## src/rtl/lamp_pkg.sv

```systemverilog
// Shared definitions for the lamp channel engine.
// Holds the command op codes, the command FSM state encoding, the fade
// rate width and the payload-length helper used by the command decoder.
package lamp_pkg;

    // Command byte op field [7:6]
    typedef enum logic [1:0] {
        OP_WR_TGT  = 2'b00,
        OP_WR_RATE = 2'b01,
        OP_COMMIT  = 2'b10,
        OP_ALL_OFF = 2'b11
    } op_t;

    // Command decoder states
    typedef enum logic {
        ST_IDLE    = 1'b0,
        ST_PAYLOAD = 1'b1
    } state_t;

    // Fade rate is always a single payload byte
    localparam int RATE_W = 8;

    // Number of payload bytes following a command byte.
    function automatic logic [1:0] payload_len(input op_t op, input int pwm_w);
        case (op)
            OP_WR_TGT:  payload_len = 2'(pwm_w / 8);
            OP_WR_RATE: payload_len = 2'd1;
            default:    payload_len = 2'd0;
        endcase
    endfunction

endpackage

```

## src/rtl/lamp_fade_ch.sv

```systemverilog
// One lamp channel: shadow/active targets, fade rate, current duty with
// clamped fade stepping, a duty latch reloaded only at PWM wrap, and the
// registered PWM compare.
// Ports:
//   clk12, reset       clock, asynchronous active-low reset
//   wr_tgt / wr_rate   write strobes for shadow target / fade rate (data on wr_data)
//   commit, all_off    copy shadow->active / force targets and current to 0
//   tick               fade tick strobe
//   cnt, cnt_wrap      shared PWM counter and its wrap flag (cnt == max)
//   pwm                registered PWM output
//   busy               current != active (unregistered, reduced in the top)
module lamp_fade_ch
    import lamp_pkg::*;
#(
    parameter int PWM_W = 16
) (
    input  logic             clk12,
    input  logic             reset,
    input  logic             wr_tgt,
    input  logic             wr_rate,
    input  logic [PWM_W-1:0] wr_data,
    input  logic             commit,
    input  logic             all_off,
    input  logic             tick,
    input  logic [PWM_W-1:0] cnt,
    input  logic             cnt_wrap,
    output logic             pwm,
    output logic             busy
);

    logic [PWM_W-1:0]  shadow_r;
    logic [PWM_W-1:0]  active_r;
    logic [PWM_W-1:0]  current_r;
    logic [RATE_W-1:0] rate_r;
    logic [PWM_W-1:0]  duty_r;
    logic              pwm_r;

    logic [PWM_W-1:0]  rate_ext_s;
    logic [PWM_W-1:0]  diff_s;
    logic [PWM_W-1:0]  step_s;
    logic [PWM_W-1:0]  current_next_s;
    logic              pwm_next_s;

    // One fade step toward active; the remaining distance is compared before
    // adding/subtracting, so the step can neither overshoot nor wrap.
    always_comb begin
        rate_ext_s = PWM_W'(rate_r);
        diff_s     = '0;
        step_s     = current_r;
        if (current_r < active_r) begin
            diff_s = active_r - current_r;
            if (diff_s <= rate_ext_s) begin
                step_s = active_r;
            end else begin
                step_s = current_r + rate_ext_s;
            end
        end else if (current_r > active_r) begin
            diff_s = current_r - active_r;
            if (diff_s <= rate_ext_s) begin
                step_s = active_r;
            end else begin
                step_s = current_r - rate_ext_s;
            end
        end else begin
            step_s = active_r;
        end
    end

    // Next current duty: ALL_OFF wins, rate 0 tracks active every cycle,
    // otherwise step only on tick (uses the pre-commit active value).
    always_comb begin
        current_next_s = current_r;
        if (all_off) begin
            current_next_s = '0;
        end else if (rate_r == '0) begin
            current_next_s = active_r;
        end else if (tick) begin
            current_next_s = step_s;
        end else begin
            current_next_s = current_r;
        end
    end

    // All-ones duty must give a constant high even at cnt == max.
    always_comb begin
        pwm_next_s = (duty_r == {PWM_W{1'b1}}) || (cnt < duty_r);
    end

    // Target, rate and current duty registers.
    always_ff @(posedge clk12 or negedge reset) begin
        if (!reset) begin
            shadow_r  <= '0;
            active_r  <= '0;
            current_r <= '0;
            rate_r    <= '0;
        end else begin
            if (all_off) begin
                shadow_r <= '0;
            end else if (wr_tgt) begin
                shadow_r <= wr_data;
            end
            if (all_off) begin
                active_r <= '0;
            end else if (commit) begin
                active_r <= shadow_r;
            end
            if (wr_rate) begin
                rate_r <= wr_data[RATE_W-1:0];
            end
            current_r <= current_next_s;
        end
    end

    // Duty latch reloads only at wrap so a period never changes mid-way.
    always_ff @(posedge clk12 or negedge reset) begin
        if (!reset) begin
            duty_r <= '0;
            pwm_r  <= 1'b0;
        end else begin
            if (cnt_wrap) begin
                duty_r <= current_r;
            end
            pwm_r <= pwm_next_s;
        end
    end

    assign pwm  = pwm_r;
    assign busy = (current_r != active_r);

endmodule

```

## src/rtl/lamp_channel_engine.sv

```systemverilog
// N-channel lamp core. Decodes the spiSlave byte stream into per-channel
// double-buffered targets and fade rates, runs the fade prescaler and the
// shared PWM counter, and instantiates one lamp_fade_ch per channel.
// Ports:
//   clk12        system clock
//   reset        asynchronous active-low reset
//   rx_data      received byte, valid with rx_rdy
//   rx_rdy       one-cycle byte strobe
//   cs           SPI chip select (active low, high = frame boundary)
//   pwm_o        PWM outputs, bit i = channel i
//   busy_o       registered: some channel still fading
//   applied_o    one-cycle pulse after COMMIT
//   frame_err_o  one-cycle pulse on aborted payload or out-of-range channel
module lamp_channel_engine
    import lamp_pkg::*;
#(
    parameter int NCH      = 4,
    parameter int PWM_W    = 16,
    parameter int TICK_DIV = 1024
) (
    input  logic           clk12,
    input  logic           reset,
    input  logic [7:0]     rx_data,
    input  logic           rx_rdy,
    input  logic           cs,
    output logic [NCH-1:0] pwm_o,
    output logic           busy_o,
    output logic           applied_o,
    output logic           frame_err_o
);

    localparam int                   PRESC_W   = $clog2(TICK_DIV);
    localparam logic [PRESC_W-1:0]   PRESC_MAX = PRESC_W'(TICK_DIV - 1);

    state_t            state_r;
    state_t            state_next_s;
    op_t               op_r;
    op_t               rx_op_s;
    logic [5:0]        ch_r;
    logic [1:0]        left_r;
    logic [PWM_W-1:0]  shift_r;
    logic [PWM_W-1:0]  shift_next_s;
    logic [PWM_W-1:0]  data_r;
    logic [5:0]        wr_ch_r;
    logic              wr_tgt_r;
    logic              wr_rate_r;
    logic              applied_r;
    logic              ferr_r;
    logic              busy_r;
    logic [PRESC_W-1:0] presc_r;
    logic [PWM_W-1:0]  cnt_r;

    logic              cmd_load_s;
    logic              commit_s;
    logic              all_off_s;
    logic              shift_en_s;
    logic              last_s;
    logic              abort_s;
    logic              ch_valid_s;
    logic              tick_s;
    logic              wrap_s;
    logic [NCH-1:0]    busy_vec_s;

    assign rx_op_s      = op_t'(rx_data[7:6]);
    assign shift_next_s = PWM_W'({shift_r, rx_data});
    assign ch_valid_s   = ({1'b0, ch_r} < 7'(NCH));
    assign tick_s       = (presc_r == PRESC_MAX);
    assign wrap_s       = (cnt_r == {PWM_W{1'b1}});

    // Command decoder next state and strobes. COMMIT/ALL_OFF act on the
    // command byte itself; cs high during a payload aborts it.
    always_comb begin
        state_next_s = state_r;
        cmd_load_s   = 1'b0;
        commit_s     = 1'b0;
        all_off_s    = 1'b0;
        shift_en_s   = 1'b0;
        last_s       = 1'b0;
        abort_s      = 1'b0;
        case (state_r)
            ST_IDLE: begin
                if (rx_rdy && !cs) begin
                    case (rx_op_s)
                        OP_WR_TGT, OP_WR_RATE: begin
                            cmd_load_s   = 1'b1;
                            state_next_s = ST_PAYLOAD;
                        end
                        OP_COMMIT:  commit_s  = 1'b1;
                        OP_ALL_OFF: all_off_s = 1'b1;
                        default:    state_next_s = ST_IDLE;
                    endcase
                end else begin
                    state_next_s = ST_IDLE;
                end
            end
            ST_PAYLOAD: begin
                if (cs) begin
                    abort_s      = 1'b1;
                    state_next_s = ST_IDLE;
                end else if (rx_rdy) begin
                    shift_en_s = 1'b1;
                    if (left_r == 2'd1) begin
                        last_s       = 1'b1;
                        state_next_s = ST_IDLE;
                    end else begin
                        state_next_s = ST_PAYLOAD;
                    end
                end else begin
                    state_next_s = ST_PAYLOAD;
                end
            end
            default: state_next_s = ST_IDLE;
        endcase
    end

    // Command decoder state register.
    always_ff @(posedge clk12 or negedge reset) begin
        if (!reset) begin
            state_r <= ST_IDLE;
        end else begin
            state_r <= state_next_s;
        end
    end

    // Command capture, payload shift and the delayed channel write strobes.
    always_ff @(posedge clk12 or negedge reset) begin
        if (!reset) begin
            op_r      <= OP_WR_TGT;
            ch_r      <= 6'd0;
            left_r    <= 2'd0;
            shift_r   <= '0;
            data_r    <= '0;
            wr_ch_r   <= 6'd0;
            wr_tgt_r  <= 1'b0;
            wr_rate_r <= 1'b0;
        end else begin
            if (cmd_load_s) begin
                op_r    <= rx_op_s;
                ch_r    <= rx_data[5:0];
                left_r  <= payload_len(rx_op_s, PWM_W);
                shift_r <= '0;
            end else if (shift_en_s) begin
                shift_r <= shift_next_s;
                left_r  <= left_r - 2'd1;
            end
            if (last_s) begin
                data_r  <= shift_next_s;
                wr_ch_r <= ch_r;
            end
            wr_tgt_r  <= last_s && ch_valid_s && (op_r == OP_WR_TGT);
            wr_rate_r <= last_s && ch_valid_s && (op_r == OP_WR_RATE);
        end
    end

    // Free-running fade prescaler and PWM counter.
    always_ff @(posedge clk12 or negedge reset) begin
        if (!reset) begin
            presc_r <= '0;
            cnt_r   <= '0;
        end else begin
            presc_r <= tick_s ? '0 : presc_r + PRESC_W'(1);
            cnt_r   <= cnt_r + PWM_W'(1);
        end
    end

    // Registered status pulses and busy flag.
    always_ff @(posedge clk12 or negedge reset) begin
        if (!reset) begin
            applied_r <= 1'b0;
            ferr_r    <= 1'b0;
            busy_r    <= 1'b0;
        end else begin
            applied_r <= commit_s;
            ferr_r    <= abort_s || (last_s && !ch_valid_s);
            busy_r    <= |busy_vec_s;
        end
    end

    for (genvar i = 0; i < NCH; i++) begin : g_ch
        logic sel_s;
        assign sel_s = (wr_ch_r == 6'(i));
        lamp_fade_ch #(
            .PWM_W(PWM_W)
        ) u_ch (
            .clk12    (clk12),
            .reset    (reset),
            .wr_tgt   (wr_tgt_r && sel_s),
            .wr_rate  (wr_rate_r && sel_s),
            .wr_data  (data_r),
            .commit   (commit_s),
            .all_off  (all_off_s),
            .tick     (tick_s),
            .cnt      (cnt_r),
            .cnt_wrap (wrap_s),
            .pwm      (pwm_o[i]),
            .busy     (busy_vec_s[i])
        );
    end

    assign busy_o      = busy_r;
    assign applied_o   = applied_r;
    assign frame_err_o = ferr_r;

endmodule
```

## config.mk

```make
export PLATFORM = sky130hd
export DESIGN_NAME = lamp_channel_engine
export DESIGN_NICKNAME = d
export VERILOG_FILES = /design/src/rtl/lamp_pkg.sv /design/src/rtl/lamp_fade_ch.sv /design/src/rtl/lamp_channel_engine.sv
export SDC_FILE = /design/constraint.sdc
export NUM_CORES = 1
export LEC_CHECK = 0
export ABC_CLOCK_PERIOD_IN_PS = 4820
export CORE_ASPECT_RATIO = 0.6
export CORE_UTILIZATION = 60
export CTS_CLUSTER_SIZE = 10
export DETAILED_ROUTE_END_ITERATION = 8
export GPL_TIMING_DRIVEN = 0
export MAX_ROUTING_LAYER = met4
export PLACE_DENSITY = 0.82
export SYNTH_ARGS = -nofsm -noshare
export SYNTH_HDL_FRONTEND = slang
export SYNTH_HIERARCHICAL = 1
export SYNTH_SLANG_ARGS = --single-unit
```

## constraint.sdc

```tcl
create_clock -name clk12 -period 4.82 [get_ports clk12]
set_clock_uncertainty 0.05 [all_clocks]
set_input_delay 0.964 -clock clk12 [delete_from_list [all_inputs] [get_ports clk12]]
set_output_delay 0.964 -clock clk12 [all_outputs]
set_load 0.01 [all_outputs]
```

# [Word level (Yosys, flattened, before mapping)]
# Cells that the tools add are included.
[word_totals] in_bits=12 reg_bits=364 memories=0 latchBits=0 mem_bits_ro=0 ramBits=0
[classes] magnitude_cmp=21 multipliers=0 n_div=0 bitwise_logic=1 muxes=72 n_reduce_logical=39 n_shift=0 eq_ne=18 addsub=19
[ops] op="$mux 16" count=44
[ops] op="$le 16x8->1" count=8
[ops] op="$lt 16x16->1" count=8
[ops] op="$sub 16x16->16" count=8
[ops] op="$eq 16x16->1 const B" count=5
[ops] op="$add 16x8->16" count=4
[ops] op="$gt 16x16->1" count=4
[ops] op="$ne 16x16->1" count=4
[ops] op="$sub 16x8->16" count=4
[ops] op="$logic_not 8->1" count=4
[ops] op="$mux 1" count=21
[ops] op="$add 16x1->16 const B" count=1
[ops] op="$mux 8" count=2
[ops] op="$logic_and 1x1->1" count=13
[ops] op="$eq 6x2->1 const B" count=2
[ops] op="$reduce_bool 2->1" count=6
[ops] op="$reduce_bool 3->1" count=4
[ops] op="$add 10x1->10 const B" count=1
[ops] op="$eq 10x10->1 const B" count=1
[ops] op="$mux 10" count=1
[ops] op="$eq 2x1->1 const B" count=3
[ops] op="$eq 6x1->1 const B" count=1
[ops] op="$logic_not 6->1" count=1
[ops] op="$lt 6x3->1 const B" count=1
[ops] op="other kinds (11)" count=19

# [Longest topological paths before layout]
# Gate-level depths: netlist of the first run.
[logic_depth] word_depth=8 depth_mapped=22

# [Modules after synthesis]
# The synthesis of the first run kept the hierarchy.
[by_module_without_submodules] mod="lamp_fade_ch at g_ch[1].u_ch ..." n_inst=2 cells_each=784 area_each_um2=6620.1
[by_module_without_submodules] mod="lamp_fade_ch at g_ch[0].u_ch" n_inst=1 cells_each=849 area_each_um2=6974.2
[by_module_without_submodules] mod="lamp_fade_ch at g_ch[3].u_ch" n_inst=1 cells_each=800 area_each_um2=6722.7
[by_module_without_submodules] mod="lamp_channel_engine" n_inst=1 cells_each=234 area_each_um2=3119.2

# [Least setup slack after synthesis of the first run]
# No wires, ideal clock.
[synth_path] path_kind="flip-flop to flip-flop" from="register g_ch[3].u_ch.current_r[0]" to="register g_ch[3].u_ch.current_r[13]" stages_incl_launch_ff=20 setup_slack_ps=863 arrival_ps=3830 path_buffers=1 cell_sequence="dfrtp_1 inv_1 ha_1 inv_1 fa_1 a211oi_1 o21ai_0 xor2_1 ha_1 o21ai_0 nor2_1 o22a_1 nor4_1 nand4_1 nor4_2 nor2_1 buf_2 a221oi_1 o221ai_1 o21ai_1"
[synth_between] elab_chain_len=8 word_cells_on_any_way=15 classes_between="4 x add/sub; 4 x order compare; 7 x mux"
[synth_rtl] element="start, declared" line_no="lamp_fade_ch.sv:33" rtl="logic [PWM_W-1:0] current_r;"
[synth_rtl] element="start signal, assigned" line_no="lamp_fade_ch.sv:110" rtl="current_r <= current_next_s;"
[synth_rtl] element="$sub 16x16->16" line_no="lamp_fade_ch.sv:58" rtl="diff_s = current_r - active_r;"
[synth_rtl] element="$le 16x8->1" line_no="lamp_fade_ch.sv:59" rtl="if (diff_s <= rate_ext_s) begin"
[synth_rtl] element="$mux 16" line_no="lamp_fade_ch.sv:59"
[synth_rtl] element="$mux 16" line_no="lamp_fade_ch.sv:57" rtl="end else if (current_r > active_r) begin"
[synth_rtl] element="$mux 16 (*)" line_no="lamp_fade_ch.sv:50" rtl="if (current_r < active_r) begin"
[synth_rtl] element="$mux 16 (*)" line_no="lamp_fade_ch.sv:77" rtl="end else if (tick) begin"
[synth_rtl] element="$mux 16 (*)" line_no="lamp_fade_ch.sv:75" rtl="end else if (rate_r == '0) begin"
[synth_rtl] element="$mux 16 (*)" line_no="lamp_fade_ch.sv:73" rtl="if (all_off) begin"
# Mark *: on every way between the ends. The rest lies on a longest branch, timed or not. The select of a mux whose other input is x is not followed.
# A chain may end at the register's enable or synchronous reset.

# [Worst setup path after layout of the first run]
[layout_path] from="register g_ch[3].u_ch.active_r[3]" to="register g_ch[3].u_ch.current_r[8]"
[layout_between] elab_chain_len=8 word_cells_on_any_way=13 classes_between="2 x add/sub; 4 x order compare; 7 x mux"
[layout_rtl] element="start, declared" line_no="lamp_fade_ch.sv:32" rtl="logic [PWM_W-1:0] active_r;"
[layout_rtl] element="start signal, assigned" line_no="lamp_fade_ch.sv:105" rtl="active_r <= shadow_r;"
[layout_rtl] element="$sub 16x16->16" line_no="lamp_fade_ch.sv:58"
[layout_rtl] element="$le 16x8->1" line_no="lamp_fade_ch.sv:59"
[layout_rtl] element="$mux 16" line_no="lamp_fade_ch.sv:59"
[layout_rtl] element="$mux 16" line_no="lamp_fade_ch.sv:57"
[layout_rtl] element="$mux 16 (*)" line_no="lamp_fade_ch.sv:50"
[layout_rtl] element="$mux 16 (*)" line_no="lamp_fade_ch.sv:77"
[layout_rtl] element="$mux 16 (*)" line_no="lamp_fade_ch.sv:75"
[layout_rtl] element="$mux 16 (*)" line_no="lamp_fade_ch.sv:73"
# Marked as above.

==> summary.md, run 1 <==
| Metric | Value |
|---|---|
| Synth Instances | 3451 |
| EDFF count, synth | 0 |
| Routed wire length | 95000 um |
| Via-to-Cell Ratio | between 6 and 7 |
| Final hold violations | 0 |
| Routed Antenna Nets | 0 |
| Clock Path Buffers | 3 |
| Worst Setup Start Kind | flip-flop |
| Drt wl/cell | 22.7 um |
| Worst Tran Pin Value | ~1.1 ns |
| Top_reg_cell synth | dfrtp_1 |
| Crit path required time | 5.17 ns |
| Layout Cells excl Fill | around 4.2k |
| Main combinational cell family by area after synthesis | compound AO/OA/AOI/OAI gates |
| Die Wd | 291 um |
| H-tree levels | 2 |
| Worst skew pair latency | 0.57 ns |
| DR pass1 iterations | 9 |
| Count leader, synth | dfrtp_1 |
| Worst hold margin | approximately 0.38 ns |
| CTS sink count | 364 |
| # DRC | 1 |
| Synth top area share | 0.303 |
| GRT overflow | 0 |
| Nets@finish | 3865 |
| Total track usage | 0.378 |
| Adder-Cell Fraction of Synth Area | 0.140 |
| Final min period | ~4.8 ns |
| R2r endpoint | g_ch[3].u_ch/current_r[8] |
| Synth Area in Compound Gates | 0.216 |
| YS warnings | 6 |
| Critical path type | flip-flop to flip-flop |
| Largest net degree at the start of global routing | between 100 and 150 |
| Hold buffers post-CTS | 0 |
| Cts bufs inserted | 43 |
| Crit path max fanout | 10 |
| Routability Congestion | a little over 1 |
| Count of pins over their slew limit | 0 |
| Synth area leaders | dfrtp_1 (30%), ha_1 (13%), mux2i_1 (4.9%), a21oi_1 (4.1%), nor2_1 (3.8%) |
| Synthesized flop and latch total | 364 |
| DR vias | 27.5k |
| Placed instance count | between 4k and 5k |
| Clk slew on worst S/H paths | 0.06 ns |
| 1st-iter DRT viols | 3918 |
| Synth cell count leaders | dfrtp_1 (364), ha_1 (311), nor2_1 (307) |
| CTS tree | done |
| Site Rows | 63 |
| Layout cells sized above 1 | 0.0897 |
| Post-synthesis simple-gate area fraction | 0.168 |
| FF-to-FF setup slack | around 0.054 ns |
| Setup_tns | 0 ns |
| Post-synthesis mux area share | 0.0670 |
| Asr flop ratio synth | 1.00 |
| First-pass GRT wire length | 148000 um |
| Post-synth cell types | 118 |
| Synth Net Count | around 3.8k |
| Crit end category | flip-flop |
| Failing checks | design-rule violations |
| Chip height | between 150 and 200 um |
| Peak supply drop | 0.000488 V |
| Leakage power | 0.0143 uW |
| Syn Std Cell Area | 0.0301 mm^2 |
| Post-synthesis sequential area ratio | 0.303 |
| Fmax | between 200 and 250 MHz |
| Status | complete, but fails checks |
| Worst r2r src | g_ch[3].u_ch/active_r[3] |
| Synth-to-layout area growth | 8.55% |
| IO Pins | 19 |
| Power per cell area | 531 mW/mm^2 |
| Final setup fails | 0 |
| Initial antenna violation count | 1 |
| Syn Area/Cell | 8.71 um^2 |
| Xor/xnor share of the synthesized area | 0.0393 |
| Initial Util | 0.608 |
| Port bufs | 17 |
| Rel. slew slack | 0.254 |
| Maxcap violations | 0 |
| Worst reg2reg path depth | 21 |
| HP Class | primary input to async pin |
| Core Area | 0.0494 mm^2 |
| Arrival @ worst endpoint | 5.12 ns |
| Vias in the first global route | roughly 25k |
| Largest area contributor in the netlist | dfrtp_1 |
| Root buffer cell | clkbuf_16 |
| Die ar. | 0.0510 mm^2 |
| Final period utilization | 0.989 |
| Final HPWL DP | 71900 um |
## per-layer routing
layer  part of all wire  global-route usage  vias up
li1                   -                   -    12498
met1               0.46               0.578    13176
met2               0.38               0.484     1693
met3               0.14               0.118      143
met4              0.016              0.0582        0
met5                  0                   -        -
## state kept, by name, indices dropped and copies added, names as in the netlist
name and cells:
wr_tgt_r 1, frame_err_o 1, data_r 16, shift_r 8, g_ch.u_ch/shadow_r 64, presc_r 10
wr_ch_r 6, cnt_r 16, left_r 2, wr_rate_r 1, applied_o 1, g_ch.u_ch/rate_r 32
ch_r 6, op_r 2, g_ch.u_ch/duty_r 64, state_r 1, g_ch.u_ch/active_r 64, g_ch.u_ch/current_r 64
busy_o 1, g_ch.u_ch/pwm 4
## layout make-up
cell class / instances / area (um^2)
multi-input combinational: 2620 / 19100
antenna: 1 / 2.50
timing repair buffer: 30 / 348
inverter: 294 / 1100
sequential: 364 / 9120
fill: 4044 / 16800
buffer: 173 / 897
clock inverter: 5 / 109
tap: 650 / 813
clock buffer: 49 / 1120
## critical path, cell delays in order, from the launching register on
cell and delay (ns):
dfrtp_1 0.48, inv_1 0.17, ha_1 0.31, buf_2 0.18, a21o_1 0.18, a21oi_2 0.26
and2_1 0.26, o21a_1 0.16, xnor2_1 0.12, ha_1 0.28, a21oi_1 0.15, o21a_1 0.16
nand3_1 0.07, o211ai_1 0.13, nand4_1 0.24, nor4_4 0.39, buf_4 0.20, or2b_2 0.16
buf_6 0.17, nor2_1 0.06, o41ai_1 0.25, a311oi_1 0.19
## cells by family (layout without fill, tap and decap cells)
group,count (synthesis),count (layout)
AO/OA/AOI/OAI,947,947
XOR/XNOR,135,135
adder cells (fa/ha/maj),327,327
buffers and inverters,467,551
flip-flops,364,364
multiplexers,187,187
other,0,1
AND/OR/NAND/NOR,1024,1024
## what timing repair did
item                                    CTS  global route
gates resized for setup                   8            39
pin swaps                                 0            11
setup buffers                             0             8
endpoints found under the setup margin   26            51
## worst max-delay path by stage
stage,from,to
after global routing,g_ch[3].u_ch/current_r[0],g_ch[3].u_ch/current_r[11]
after CTS,g_ch[0].u_ch/current_r[0],g_ch[0].u_ch/current_r[1]
after floorplan,g_ch[3].u_ch/current_r[0],g_ch[3].u_ch/current_r[13]
final,g_ch[3].u_ch/active_r[3],g_ch[3].u_ch/current_r[8]
after global placement,reset,g_ch[1].u_ch/current_r[12]
after detailed placement,g_ch[0].u_ch/current_r[1],g_ch[0].u_ch/current_r[1]
## report_power, final
group          leakage (uW)  internal [uW]  switching [uW]
registers           0.00487           3400             731
logic               0.00881           4010            6120
clock network      0.000601           1740            1300
## through the flow
stage	instance area (um^2)	total power, uW	setup slack, ns	util
final	32600	17300	0.0538	0.660
after global routing	32600	18400	-0.0331	0.660
after CTS	32400	16800	0.0101	0.656
after detailed placement	31200	13600	-0.407	0.631
after global placement	31000	13500	-13.29	0.628
after floorplan	30100	11100	0.863	-
## placed cells by master, fill, tap and decap left out, types with 11 or more instances in the layout
master,Yosys,routed
nor2_1,307,305
inv_1,292,290
nand2b_1,41,41
o21bai_1,22,22
o21ai_0,208,204
o22ai_1,22,21
clkdlybuf4s50_1,0,16
xnor2_1,106,106
nor3_1,71,70
xor2_1,29,29
mux2i_1,148,148
buf_2,39,36
o211ai_1,29,29
nor2b_1,35,35
clkbuf_16,0,43
a211o_1,14,14
and2_1,19,19
a21o_1,48,48
o21ai_1,36,37
a21oi_1,244,238
nor4_1,24,24
a211oi_1,34,32
fa_1,16,15
or3_1,33,33
and3_1,17,17
nand3_1,63,62
o221ai_1,24,24
a21oi_2,5,11
clkbuf_1,92,96
buf_4,19,27
nand2_1,267,265
mux2_4,25,25
nand4_1,62,62
buf_6,16,16
dfrtp_1,364,354
o21a_1,38,38
ha_1,311,311
a31oi_1,21,19
or2_2,12,12
a221oi_1,23,22
(Power assumes the default switching activity.)
==> run 2: changes to the inputs <==
ABC_AREA = 0   (was not set)
==> results of run 2 <==
Final layout, timing and power as in run 1 (identical DEF).
